<file path="config.mk">
export PLATFORM = sky130hd
export DESIGN_NAME = host_stream_loader
export DESIGN_NICKNAME = d
export VERILOG_FILES = /design/src/rtl/host_stream_loader.sv
export SDC_FILE = /design/constraint.sdc
export NUM_CORES = 1
export LEC_CHECK = 0
export ABC_AREA = 0
export BUFFER_PORTS_ARGS = -buffer_cell sky130_fd_sc_hd__buf_2
export CAP_MARGIN = 20
export CORE_MARGIN = 2
export CORE_UTILIZATION = 30
export DETAILED_ROUTE_END_ITERATION = 8
export PLACE_DENSITY = 0.6
export RECOVER_POWER = 100
export SLEW_MARGIN = 20
export SYNTH_ARGS = -nofsm -noshare
export SYNTH_HDL_FRONTEND = slang
export SYNTH_SLANG_ARGS = --single-unit
</file>
<file path="constraint.sdc">
create_clock -name clk -period 1.5 [get_ports clk]
set_input_delay 0.3 -clock clk [delete_from_list [all_inputs] [get_ports clk]]
set_output_delay 0.3 -clock clk [all_outputs]
set_load 0.1 [all_outputs]
</file>
<file path="src/rtl/host_stream_loader.sv">
// Host stream command decoder: parses header/address/data packets from a
// valid/ready word stream into registered TPU memory writes and start pulses.
module host_stream_loader #(
    parameter int DATA_WIDTH = 16,
    parameter int ADDR_WIDTH = 8
) (
    input  logic                  clk,
    input  logic                  reset,
    input  logic                  s_valid,
    input  logic [DATA_WIDTH-1:0] s_data,
    output logic                  s_ready,
    output logic                  mem_wr_en,
    output logic                  mem_wr_sel,
    output logic [ADDR_WIDTH-1:0] mem_wr_addr,
    output logic [DATA_WIDTH-1:0] mem_wr_data,
    output logic                  tpu_start,
    input  logic                  tpu_busy,
    output logic                  busy,
    output logic                  err
);

    typedef enum logic [1:0] {IDLE, ADDR, DATA, START_WAIT} state_t;

    localparam logic [3:0] OP_NOP   = 4'd0;
    localparam logic [3:0] OP_WR_W  = 4'd1;
    localparam logic [3:0] OP_WR_I  = 4'd2;
    localparam logic [3:0] OP_START = 4'd3;

    state_t                state_q, state_d;
    logic                  rdy_q;
    logic                  sel_q, sel_d;
    logic [ADDR_WIDTH-1:0] addr_q, addr_d;
    logic [7:0]            rem_q, rem_d;
    logic                  err_q, err_d;
    logic                  wr_en_q, wr_en_d;
    logic [ADDR_WIDTH-1:0] wr_addr_q, wr_addr_d;
    logic [DATA_WIDTH-1:0] wr_data_q, wr_data_d;
    logic                  start_q, start_d;
    logic                  accept;
    logic [3:0]            opcode;

    // rdy_q keeps s_ready low during reset and for the first edge after it.
    assign s_ready     = rdy_q && (state_q != START_WAIT);
    assign accept      = s_valid && s_ready;
    assign opcode      = s_data[15:12];
    assign mem_wr_en   = wr_en_q;
    assign mem_wr_sel  = sel_q;
    assign mem_wr_addr = wr_addr_q;
    assign mem_wr_data = wr_data_q;
    assign tpu_start   = start_q;
    assign busy        = (state_q != IDLE);
    assign err         = err_q;

    always_comb begin
        state_d   = state_q;
        sel_d     = sel_q;
        addr_d    = addr_q;
        rem_d     = rem_q;
        err_d     = err_q;
        wr_en_d   = 1'b0;
        wr_addr_d = wr_addr_q;
        wr_data_d = wr_data_q;
        start_d   = 1'b0;
        case (state_q)
            IDLE: begin
                if (accept) begin
                    case (opcode)
                        OP_NOP: err_d = 1'b0;
                        OP_WR_W, OP_WR_I: begin
                            sel_d   = (opcode == OP_WR_I);
                            rem_d   = s_data[7:0];
                            state_d = ADDR;
                        end
                        OP_START: state_d = START_WAIT;
                        default:  err_d = 1'b1;
                    endcase
                end
            end
            ADDR: begin
                if (accept) begin
                    addr_d  = s_data[ADDR_WIDTH-1:0];
                    state_d = (rem_q == 8'd0) ? IDLE : DATA;
                end
            end
            DATA: begin
                if (accept) begin
                    wr_en_d   = 1'b1;
                    wr_addr_d = addr_q;
                    wr_data_d = s_data;
                    addr_d    = addr_q + ADDR_WIDTH'(1);
                    rem_d     = rem_q - 8'd1;
                    if (rem_q == 8'd1) state_d = IDLE;
                end
            end
            START_WAIT: begin
                if (!tpu_busy) begin
                    start_d = 1'b1;
                    state_d = IDLE;
                end
            end
            default: state_d = IDLE;
        endcase
    end

    always_ff @(posedge clk or negedge reset) begin
        if (!reset) begin
            state_q   <= IDLE;
            rdy_q     <= 1'b0;
            sel_q     <= 1'b0;
            addr_q    <= '0;
            rem_q     <= '0;
            err_q     <= 1'b0;
            wr_en_q   <= 1'b0;
            wr_addr_q <= '0;
            wr_data_q <= '0;
            start_q   <= 1'b0;
        end else begin
            state_q   <= state_d;
            rdy_q     <= 1'b1;
            sel_q     <= sel_d;
            addr_q    <= addr_d;
            rem_q     <= rem_d;
            err_q     <= err_d;
            wr_en_q   <= wr_en_d;
            wr_addr_q <= wr_addr_d;
            wr_data_q <= wr_data_d;
            start_q   <= start_d;
        end
    end

endmodule

</file>
# --- Yosys cells after proc, flatten, opt, wreduce, memory -nomap -nowiden ---
# Index checks and enable logic that the tools add are counted.
word_totals:
  reg_bits: 47
  input_bits: 20
  output_inout_bits: 30
classes:
  addsub: 2
  n_eq_ne: 15
  mux: 20
  bitwise_logic: 1
  n_reduce_logical: 16
op_table:
  columns: ["cell", "count"]
  rows:
  - ["8-bit two-way mux", 5]
  - ["8-bit case mux with 2 select lines", 2]
  - ["2-bit two-way mux", 6]
  - ["2-bit inequality test (second input constant)", 6]
  - ["3-bit AND reduction", 3]
  - ["8-bit by 1-bit adder with 8-bit output (second input constant)", 1]
  - ["4-bit by 2-bit == test with 1-bit output (second input constant)", 2]
  - ["8-bit by 1-bit == test with 1-bit output (second input constant)", 1]
  - ["8-bit logical NOT", 1]
  - ["2-bit case mux with 4 select lines", 1]
  - ["8-bit by 1-bit subtractor with 8-bit output (second input constant)", 1]
  - ["6-bit AND reduction", 1]
  - ["2-bit nonzero test", 3]
  - ["2-bit == test (second input constant)", 2]
  - ["4-bit by 1-bit == test with 1-bit output (second input constant)", 1]
  - ["4-bit logical NOT", 1]
  - ["1-bit two-way mux", 4]
  - ["2-bit case mux with 2 select lines", 1]
  - ["4-bit AND reduction", 1]
  - ["3-bit by 1-bit inequality test with 1-bit output (second input constant)", 1]
  - ["3-bit OR reduction", 1]
  - ["2-bit by 1-bit == test with 1-bit output (second input constant)", 1]
  - ["1-bit logical AND", 2]
  - ["2-bit logical NOT", 1]
  - ["5 further kinds", 5]

# --- Longest topological paths before layout ---
# Gate-level depths: netlist of run 1.
depth:
  ltp_word: 5
  depth_mapped: 7
  ltp_nobuf: 5

# --- Least setup slack after synthesis of run 1 ---
# No wires, ideal clock.
synth_timing:
  kind: "reg-to-reg"
  startpoint: "reg state_q[0]"
  endpoint: "reg err_q (netlist: err)"
  setup_ps: 133
  t_arrival_ps: 1652
  slack_ps: -285
  stages_incl_launch_ff: 6
  period_less_slack_ps: 1785
  cell_sequence: "dfrtp_1 > clkbuf_8 > or2_2 > or2_2 > o31ai_1 > o21ai_0"
synth_between:
  elab_chain_cells: 4
  elab_cells_between_ends: 5
  classes_between: "1 x eq/ne; 4 x reduce/logical"
synth_rtl:
  columns: ["item", "line_no", "source"]
  rows:
  - ["start, declared", "29", "state_t state_q, state_d;"]
  - ["start signal, assigned", "118", "state_q <= state_d;"]
  - ["2-bit inequality test", "43", "assign s_ready = rdy_q && (state_q != START_WAIT);"]
  - ["1-bit logical AND", "43", null]
  - ["1-bit logical AND", "44", "assign accept = s_valid && s_ready;"]
  - ["3-bit AND reduction (no line) (*)", null, null]
  - ["end signal, assigned", "123", "err_q <= err_d;"]
  - ["end, declared", "34", "logic err_q, err_d;"]
# Mark *: on every way between the ends. The rest lies on a longest branch, timed or not.
# A chain may end at the register's enable or synchronous reset.

# --- Worst setup path in the final report of run 1 ---
layout_timing:
  startpoint: "reg state_q[0]"
  endpoint: "reg wr_data_q[3] (netlist: mem_wr_data[3])"
layout_between:
  elab_chain_cells: 4
  elab_cells_between_ends: 5
  classes_between: "2 x eq/ne; 3 x reduce/logical"
layout_rtl:
  columns: ["item", "line_no", "source"]
  rows:
  - ["2-bit inequality test", "43", null]
  - ["1-bit logical AND", "43", null]
  - ["1-bit logical AND", "44", null]
  - ["2-bit AND reduction (no line) (*)", null, null]
  - ["end signal, assigned", "126", "wr_data_q <= wr_data_d;"]
  - ["end, declared", "37", "logic [DATA_WIDTH-1:0] wr_data_q, wr_data_d;"]
# Marks and branches as above.

==> results.rst, run 1 <==
.. list-table::
   :header-rows: 1

   * - Metric
     - Value
   * - Complex-gate fraction of the synthesized area
     - 0.164
   * - Total non-filler cell area in the finished layout
     - between 3000 and 4000 um2
   * - Yosys warns
     - 0
   * - Routed len/inst
     - about 16 um
   * - Number of DRC violations after detailed-routing iteration 0
     - slightly above 80
   * - Pin count of the biggest net entering global routing
     - 33
   * - Number of diodes added for antenna fixing
     - 0
   * - Boundary pin count
     - 50
   * - Via-per-instance ratio
     - 5.04
   * - Commonest non-fill, non-tap cells in the layout
     - 47 x sky130_fd_sc_hd__dfrtp_1, 27 x sky130_fd_sc_hd__clkbuf_2, 24 x sky130_fd_sc_hd__mux2_2, 21 x sky130_fd_sc_hd__buf_4, 20 x sky130_fd_sc_hd__buf_2
   * - Synthesized area divided by synthesized cell count
     - between 10 and 15 um2
   * - Hold Fails Final Rpt
     - 0
   * - Post-detailed-placement cell area
     - approximately 2800 um2
   * - Min Clock Period, post-route
     - 1690 ps
   * - Fin worst setup slack
     - -191 ps
   * - Synthesized-area fraction occupied by xor and xnor cells
     - 0.00381
   * - Aggregate global routing overflow
     - 0
   * - Endpoint kind of the worst setup timing path
     - register
   * - CP arrival
     - 1880 ps
   * - Post-placement cell count
     - between 300 and 400
   * - Number of cells produced by synthesis
     - 210
   * - Family with the most delay on the worst path
     - buffers and inverters
   * - Post-route clock skew
     - about 7.4 ps
   * - CTS tree
     - yes
   * - Path type of the worst min-delay path
     - primary input to register
   * - Horizontal die dimension
     - 91.6 um
   * - Crit path required time
     - ~1700 ps
   * - Startpoint type of the worst setup path
     - register
   * - Pre-antenna DRT Iters
     - 4
   * - Placeable core region
     - roughly 7300 um2
   * - Antenna Nets Post-Route
     - 0
   * - Startpoint-to-endpoint class of the critical path
     - register to register
   * - Sequential fraction of the synthesis area
     - 0.511
   * - Y dimension of the die
     - just over 90 um
   * - Antenna violations before repair
     - 0
   * - Synthesis-to-finish area growth
     - 44.2%
   * - Longest Clk Path Bufs
     - 2
   * - Main combinational cell family by area after synthesis
     - compound AO/OA/AOI/OAI gates
   * - Buf+Inv Stages, Crit Path
     - 3
   * - Portion of netlist area occupied by mux cells
     - 0.127
   * - Number of enable-type register cells in the synthesized netlist
     - 0
   * - Final cycle utilization of the critical path
     - 1.13
   * - Maximum capacitance violations
     - 0
   * - Critical-path maximum fanout
     - 6
   * - Dpl hpwl
     - ~4000 um
   * - Row count
     - 31
   * - Last weighted congestion value of the routability-driven placer
     - slightly below 0.8
   * - Top achievable clock speed
     - approximately 0.59 GHz
   * - Most common cell after layout, fill and taps aside
     - sky130_fd_sc_hd__dfrtp_1
   * - Vias in the first global route
     - around 1800
   * - Number of buffer cells added on primary ports
     - between 40 and 50
   * - Initial cell density of the core
     - 0.314
   * - Async set-reset flop share out of synthesis
     - 1.00
   * - Number of remaining DRC errors
     - 0
   * - Count of final max-slew check failures
     - 0
   * - Relative max-transition margin
     - 0.639
   * - Number of nets in the finished design
     - 322
   * - Synthesized Nets
     - between 200 and 250
   * - Final standard cell count with taps included and fillers excluded
     - a little under 400
   * - # setup viols final
     - 39
   * - CP cell instances
     - buf_6, buf_4, nor2b_4, nand3_4, buf_4, mux2_2
   * - CTS root buffer
     - sky130_fd_sc_hd__clkbuf_8
   * - Dominant register cell in the synthesized netlist
     - sky130_fd_sc_hd__dfrtp_1
   * - Fill cell total of the finished layout
     - 702
   * - Library cells used by synthesis
     - 47
   * - Post-detailed-routing wire length
     - between 6000 and 7000 um
   * - Post-synthesis share of cell area spent on full adders, half adders and majority gates
     - 0.0218
   * - Total global routing track utilization
     - 0.132
   * - Combined area of all synthesized cells
     - around 2300 um2
   * - Wire length of the first global-routing pass
     - 8910 um
   * - Post-synthesis share of cell area spent on and, or, nand and nor gates
     - 0.129
   * - Number of buffers created by CTS
     - 5
   * - Register clock-pin slew on the reported worst setup and hold paths
     - approximately 90 ps
   * - Highest cell delay on the worst timing path
     - slightly above 400 ps
   * - Worst-Skew Late Latency
     - around 300 ps
   * - Total die area
     - ~8400 um2
   * - Violations in the final reports
     - setup timing
   * - Fraction of final layout cells sized beyond drive strength 1
     - 0.538
   * - Dominant cell type by count on the critical path
     - sky130_fd_sc_hd__buf_4
   * - Number of clock sinks
     - between 40 and 50
   * - Register bit count reported by yosys
     - 47
   * - CTS H-tree lvls
     - 2
   * - Via count
     - approximately 2000
   * - Result of the run
     - finished with violations
   * - Cell with the largest stage delay on the worst path
     - sky130_fd_sc_hd__dfrtp_1
   * - Slew of the pin with the lowest slew margin
     - approximately 540 ps
   * - Setup repair after global routing missed its margin
     - yes
synthesized netlist by cell type, types with 2 or more instances:
cell type | number | area (um2)
sky130_fd_sc_hd__ha_1 | 4 | 50.1
sky130_fd_sc_hd__a21oi_1 | 16 | 80.1
sky130_fd_sc_hd__nand2_1 | 14 | 52.6
sky130_fd_sc_hd__buf_6 | 2 | 22.5
sky130_fd_sc_hd__nand2b_1 | 3 | 18.8
sky130_fd_sc_hd__clkbuf_8 | 2 | 27.5
sky130_fd_sc_hd__o21ai_1 | 5 | 25.0
sky130_fd_sc_hd__a31o_2 | 3 | 26.3
sky130_fd_sc_hd__a21o_1 | 2 | 15.0
sky130_fd_sc_hd__buf_2 | 4 | 20.0
sky130_fd_sc_hd__a21oi_2 | 2 | 17.5
sky130_fd_sc_hd__nor2_1 | 18 | 67.6
sky130_fd_sc_hd__nand4_1 | 3 | 18.8
sky130_fd_sc_hd__dfrtp_1 | 47 | 1180
sky130_fd_sc_hd__mux2_2 | 24 | 270
sky130_fd_sc_hd__nor4_1 | 2 | 12.5
sky130_fd_sc_hd__or2_2 | 3 | 18.8
sky130_fd_sc_hd__o22ai_1 | 2 | 12.5
sky130_fd_sc_hd__a31oi_1 | 6 | 37.5
sky130_fd_sc_hd__clkbuf_1 | 2 | 7.51
sky130_fd_sc_hd__o22a_1 | 2 | 17.5
sky130_fd_sc_hd__inv_1 | 5 | 18.8
sky130_fd_sc_hd__o21ai_0 | 8 | 40.0
sky130_fd_sc_hd__o21a_1 | 2 | 15.0
sky130_fd_sc_hd__nand3_1 | 7 | 35.0
worst paths after layout:
check	startpoint	end	slack, ps	cells after the start
setup / recovery	state_q[0]	mem_wr_data[3]	-190	6
hold / removal	tpu_busy	tpu_start	180	2
setup reg to reg	state_q[0]	mem_wr_data[3]	-190	6
hold reg to reg	mem_wr_data[12]	mem_wr_data[12]	500	2
max in group asynchronous	reset	rem_q[5]	170	3
min in group asynchronous	reset	mem_wr_addr[7]	460	2
logic make-up after synthesis:
kind of cell / count (synthesis)
AO/OA/AOI/OAI: 58
XOR/XNOR: 1
adder cells (fa/ha/maj): 4
buffers and inverters: 15
flip-flops: 47
multiplexers: 26
other: 1
AND/OR/NAND/NOR: 58
sequential cells by signal, summed over array words and instances, names as in the netlist:
signal       flops
err              1
tpu_start        1
rdy_q            1
rem_q            8
mem_wr_en        1
addr_q           8
state_q          2
mem_wr_addr      8
mem_wr_data     16
mem_wr_sel       1
cell type report:
type,instances,area [um2],area share
multi-input cells,148,1180,0.356
flip-flops and latches,47,1180,0.355
repair buffers,91,728,0.220
well taps,99,124,0.0373
clock buffers,5,68.8,0.0207
clock inverters,3,20.0,0.00604
inverters,5,18.8,0.00566
what timing repair did:
item,CTS,global route
pin swaps,3,18
cloned,0,5
hold buffers,1,0
setup buffers,4,9
gates resized for setup,11,41
hold endpoints to repair,15,0
setup endpoints to repair,38,45
layer usage:
metal / track usage / wire length, um / part of all wire / up-vias
met5: 0 / 0 / 0 / -
met3: 0.0315 / 256 / 0.041 / 7
met1: 0.174 / 2700 / 0.43 / 1003
li1: - / - / - / 938
met4: 0.0442 / 73 / 0.012 / 0
met2: 0.211 / 3200 / 0.51 / 58
metrics by stage:
stage	setup slack [ps]	util	hold slack, ps	setup TNS [ps]
final	-191	0.452	183	-5570
after global routing	-244	0.452	179	-7620
after CTS	-158	0.411	156	-2470
after detailed placement	-122	0.388	264	-1930
after global placement	-107	0.388	261	-2400
after floorplan	-93.0	-	4.41	-98.4
Power of run 1 is left out: the tool's default activity adds up to more than one toggle a clock period on the data nets, which glitch-free logic cannot reach.
==> inputs of run 2 (changes only) <==
- PLACE_DENSITY: 0.6 -> 0.58
- RECOVER_POWER: 100 -> not set
- clock period: 1.5 -> 1.6 ns (I/O delays scaled with it)
==> results.rst, run 2 (synthesis gave the netlist of run 1 again) <==
.. list-table::
   :header-rows: 1

   * - Metric
     - Value
   * - Routed len/inst
     - 13.4 um
   * - Number of buffer cells added on primary ports
     - 49
   * - Global routing met3 resource utilization
     - 0.0290
   * - Wire length of the first global-routing pass
     - between 8000 and 9000 um
   * - Most common cell after layout, fill and taps aside
     - sky130_fd_sc_hd__buf_2
   * - Total global routing track utilization
     - 0.125
   * - Longest Clk Path Bufs
     - 2
   * - Worst-Skew Late Latency
     - 300 ps
   * - Path type of the worst min-delay path
     - primary input to register
   * - CTS H-tree lvls
     - 2
   * - CP arrival
     - 1300 ps
   * - Aggregate global routing overflow
     - 0
   * - Fraction of final layout cells sized beyond drive strength 1
     - 0.442
   * - Number of clock sinks
     - between 40 and 50
   * - Via-per-instance ratio
     - 4.88
   * - Startpoint type of the worst setup path
     - register
   * - Violations in the final reports
     - setup timing
   * - Vias in the first global route
     - between 1500 and 2000
   * - Via count
     - about 1900
   * - Antenna violations before repair
     - 0
   * - Post-detailed-placement cell area
     - approximately 2800 um2
   * - Hold Fails Final Rpt
     - 0
   * - Commonest non-fill, non-tap cells in the layout
     - 47 x sky130_fd_sc_hd__buf_2, 45 x sky130_fd_sc_hd__dfrtp_1, 24 x sky130_fd_sc_hd__mux2_2, 18 x sky130_fd_sc_hd__nor2_1, 18 x sky130_fd_sc_hd__buf_4
   * - # setup viols final
     - 1
   * - Cell with the largest stage delay on the worst path
     - sky130_fd_sc_hd__dfrtp_2
   * - Worst reg-to-reg setup slack
     - 20 ps
   * - Total non-filler cell area in the finished layout
     - 3020 um2
   * - Flip-flop count of the largest register, all copies and words added
     - 16
   * - Pin count of the biggest net entering global routing
     - 18
   * - Dpl hpwl
     - slightly below 4000 um
   * - Number of DRC violations after detailed-routing iteration 0
     - 95
   * - Placeable core region
     - approximately 7300 um2
   * - Initial cell density of the core
     - 0.314
   * - Row count
     - 31
   * - Count of final max-slew check failures
     - 0
   * - Number of nets in the finished design
     - roughly 300
   * - CTS tree
     - yes
   * - Crit path required time
     - between 1000 and 1500 ps
   * - Worst Hold End
     - tpu_start
   * - Final cycle utilization of the critical path
     - 1.01
   * - Total die area
     - between 8000 and 9000 um2
   * - Reg2reg start
     - state_q[0]
   * - Register clock-pin slew on the reported worst setup and hold paths
     - 90 ps
   * - Number of diodes added for antenna fixing
     - 0
   * - RR Endpoint
     - rem_q[6]
   * - Antenna Nets Post-Route
     - 0
   * - Number of remaining DRC errors
     - 0
   * - Min Clock Period, post-route
     - about 1600 ps
   * - Fin worst setup slack
     - -17.4 ps
   * - Maximum capacitance violations
     - 0
   * - Setup repair after global routing missed its margin
     - yes
   * - Grt peak-use layer
     - met2
   * - Post-detailed-routing wire length
     - a little over 5000 um
   * - CTS root buffer
     - sky130_fd_sc_hd__clkbuf_8
   * - Pre-antenna DRT Iters
     - 4
   * - Synthesis-to-finish area growth
     - 31.1%
   * - Endpoint kind of the worst setup timing path
     - primary output
   * - CP cell instances
     - buf_6, or2_4, buf_12
   * - Critical-path maximum fanout
     - 5
   * - Number of cells on the worst hold path
     - 2
   * - Horizontal die dimension
     - 91.6 um
   * - Global routing met1 resource utilization
     - 0.166
   * - Y dimension of the die
     - 91.6 um
   * - Highest cell delay on the worst timing path
     - 440 ps
   * - Last weighted congestion value of the routability-driven placer
     - between 0.8 and 0.9
   * - Number of buffers created by CTS
     - 5
   * - Post-route clock skew
     - between 4 and 5 ps
   * - Launch instance of the worst min-delay path
     - tpu_busy
   * - Result of the run
     - finished with violations
   * - GR Layer Usage met2
     - 0.202
   * - Boundary pin count
     - 50
   * - Depth of the most critical reg-to-reg path
     - 5
   * - Top achievable clock speed
     - approximately 0.62 GHz
   * - Startpoint-to-endpoint class of the critical path
     - register to primary output
## run 2: cell types whose count changed in the layout (fill, tap and decap cells not counted), sizes merged
cell and delta:
buf +16, clkbuf -32
## run 2: critical path: cells and delay by family (launching register included)
kind / cells / cell delay (ps)
buf+inv: 2 / 300
flops: 1 / 440
simple gates: 1 / 260
## run 2: metrics by stage
step	cells	hold WS (ps)	setup TNS, ps	utilization	setup WS, ps
after floorplan	210	24.4	0	-	7.03
after CTS	380	172	-54.4	0.402	-28.6
after global routing	382	170	-148	0.411	-58.8
after global placement	370	288	0	0.387	5.87
after detailed placement	370	286	-29.8	0.387	-11.1
final	382	180	-17.4	0.411	-17.4
## run 2: layer usage
layer	part of all wire	vias up
met5	0	-
met2	0.49	46
li1	-	905
met4	0.0096	0
met1	0.45	910
met3	0.045	4
## run 2: final cells by class
class                   count  area [um2]
well taps                  99         124
clock buffers               5        68.8
repair buffers             75         534
flip-flops and latches     47        1180
clock inverters             3        20.0
multi-input cells         148        1070
inverters                   5        18.8
fillers                   721        4320
## run 2: worst max path at each step
| stage | from | to | slack, ps | cells after the start |
|---|---|---|---|---|
| after floorplan | state_q[0] | err | 7 | 5 |
| after global placement | s_data[15] | rem_q[4] | 6 | 5 |
| after detailed placement | s_data[15] | rem_q[2] | -10 | 6 |
| after CTS | state_q[1] | s_ready | -30 | 3 |
| after global routing | state_q[0] | busy | -60 | 3 |
| final | state_q[0] | busy | -20 | 3 |
## run 2: timing repair
action	in CTS	in global routing
endpoints found under the setup margin	3	37
hold buffers	1	0
resized for setup	1	11
buffers inserted	1	2
hold endpoints to repair	13	0
pin swaps	1	2
Power of run 2 is left out for the same reason.
==> inputs of run 3 (changes only) <==
- PLACE_DENSITY: 0.58 -> 0.6
- clock period: 1.6 -> 1.4 ns (I/O delays scaled with it)
==> results.rst, run 3 (synthesis gave the netlist of run 1 again) <==
.. list-table::
   :header-rows: 1

   * - Metric
     - Value
   * - Fin worst setup slack
     - -214 ps
   * - Number of nets in the finished design
     - roughly 330
   * - Antenna violations before repair
     - 0
   * - Min Clock Period, post-route
     - about 1600 ps
   * - Reg2reg start
     - state_q[0]
   * - Vias in the first global route
     - about 1800
   * - Flip-flop count of the largest register, all copies and words added
     - 16
   * - Worst-Skew Late Latency
     - 300 ps
   * - # setup viols final
     - 39
   * - Dpl hpwl
     - approximately 3900 um
   * - Boundary pin count
     - 50
   * - Number of diodes added for antenna fixing
     - 0
   * - Number of cells on the worst hold path
     - 2
   * - Total negative slack
     - -3630 ps
   * - CTS root buffer
     - sky130_fd_sc_hd__clkbuf_8
   * - Initial cell density of the core
     - 0.314
   * - Last weighted congestion value of the routability-driven placer
     - between 0.7 and 0.8
   * - Worst-case hold slack
     - 165 ps
   * - Crit path required time
     - about 1600 ps
   * - Routed len/inst
     - 14.6 um
   * - Total die area
     - about 8400 um2
   * - CTS tree
     - yes
   * - CP cell instances
     - buf_6, a2111o_1, clkbuf_16, o21ai_2, o21ai_1
   * - Startpoint type of the worst setup path
     - register
   * - Pin count of the biggest net entering global routing
     - 34
   * - Placeable core region
     - 7330 um2
   * - Worst Hold End
     - tpu_start
   * - Family with the most delay on the worst path
     - compound AO/OA/AOI/OAI gates
   * - Number of clock sinks
     - 47
   * - Startpoint-to-endpoint class of the critical path
     - register to register
   * - Via count
     - 1946
   * - Row count
     - 31
   * - Maximum capacitance violations
     - 0
   * - Number of remaining DRC errors
     - 0
   * - Hold Fails Final Rpt
     - 0
   * - RR Endpoint
     - rem_q[3]
   * - Wire length of the first global-routing pass
     - about 8700 um
   * - Worst reg-to-reg setup slack
     - -210 ps
   * - Result of the run
     - finished with violations
   * - Cell with the largest stage delay on the worst path
     - sky130_fd_sc_hd__a2111o_1
   * - Number of buffer cells added on primary ports
     - 49
   * - Via-per-instance ratio
     - approximately 4.9
   * - Post-route clock skew
     - approximately 4.7 ps
   * - Pre-antenna DRT Iters
     - 4
   * - Synthesis-to-finish area growth
     - 51.8%
   * - Number of DRC violations after detailed-routing iteration 0
     - between 100 and 150
   * - Final cycle utilization of the critical path
     - 1.15
   * - Top achievable clock speed
     - around 0.62 GHz
   * - Depth of the most critical reg-to-reg path
     - 5
   * - Post-detailed-routing wire length
     - about 5900 um
   * - Horizontal die dimension
     - 91.6 um
   * - Setup repair after global routing missed its margin
     - yes
   * - Longest Clk Path Bufs
     - 2
   * - Violations in the final reports
     - setup timing
   * - Most common cell after layout, fill and taps aside
     - sky130_fd_sc_hd__dfrtp_1
   * - Critical-path maximum fanout
     - 7
   * - Endpoint kind of the worst setup timing path
     - register
   * - Launch instance of the worst min-delay path
     - tpu_busy
   * - Path type of the worst min-delay path
     - primary input to register
   * - Commonest non-fill, non-tap cells in the layout
     - 45 x sky130_fd_sc_hd__dfrtp_1, 38 x sky130_fd_sc_hd__buf_2, 24 x sky130_fd_sc_hd__buf_4, 23 x sky130_fd_sc_hd__mux2_2, 14 x sky130_fd_sc_hd__nor2_1
   * - Y dimension of the die
     - 91.6 um
   * - Fraction of final layout cells sized beyond drive strength 1
     - 0.566
   * - Number of buffers created by CTS
     - 5
   * - Buf+Inv Stages, Crit Path
     - 2
   * - CTS H-tree lvls
     - 2
   * - CP arrival
     - ~1800 ps
   * - Total global routing track utilization
     - 0.131
   * - Aggregate global routing overflow
     - 0
   * - Register clock-pin slew on the reported worst setup and hold paths
     - 80 ps
   * - Antenna Nets Post-Route
     - 0
   * - Highest cell delay on the worst timing path
     - around 520 ps
   * - Count of final max-slew check failures
     - 0
[run 3: cell count changes in the layout (fill, tap and decap cells not counted), sizes merged]
cell      before  now
clkbuf         5   16
buf           74   84
clkinvlp       2    0
[run 3: how the worst max path moves through the flow]
stage	from	to	slack (ps)	depth (start not counted)
after floorplan	state_q[0]	err	-190	5
after global placement	s_data[13]	rem_q[4]	-140	5
after detailed placement	s_data[15]	rem_q[6]	-170	6
after CTS	state_q[1]	s_ready	-180	4
after global routing	state_q[0]	rem_q[7]	-280	4
final	state_q[0]	rem_q[3]	-210	5
[run 3: area by class of cell]
cell class,count,area (um2)
fill,655,3840
multi-input combinational,148,1230
sequential,47,1180
timing repair buffer,95,856
tap,99,124
clock buffer,6,82.6
inverter,5,18.8
clock inverter,1,5.00
[run 3: layer usage]
layer  up-vias  part of all wire  global-route usage
met1       950              0.44               0.174
li1        943                 -                   -
met4         0             0.018              0.0417
met2        45              0.50               0.211
met5         -                 0                   0
met3         8             0.044              0.0274
[run 3: timing repair]
item	in CTS	in global routing
buffers inserted	2	12
resized for setup	11	55
endpoints found under the setup margin	44	52
cloned	0	4
endpoints found under the hold margin	14	0
pin swaps	3	19
hold buffers	1	0
[run 3: through the flow]
step | instance area [um2] | util | setup WS (ps) | instances
6_report | 3490 | 0.476 | -214 | 401
3_5_place_dp | 2940 | 0.401 | -175 | 375
4_1_cts | 3090 | 0.421 | -178 | 385
2_1_floorplan | 2310 | - | -193 | 210
5_1_grt | 3490 | 0.476 | -276 | 401
3_3_place_gp | 2940 | 0.401 | -144 | 375
Power of run 3 is left out for the same reason.
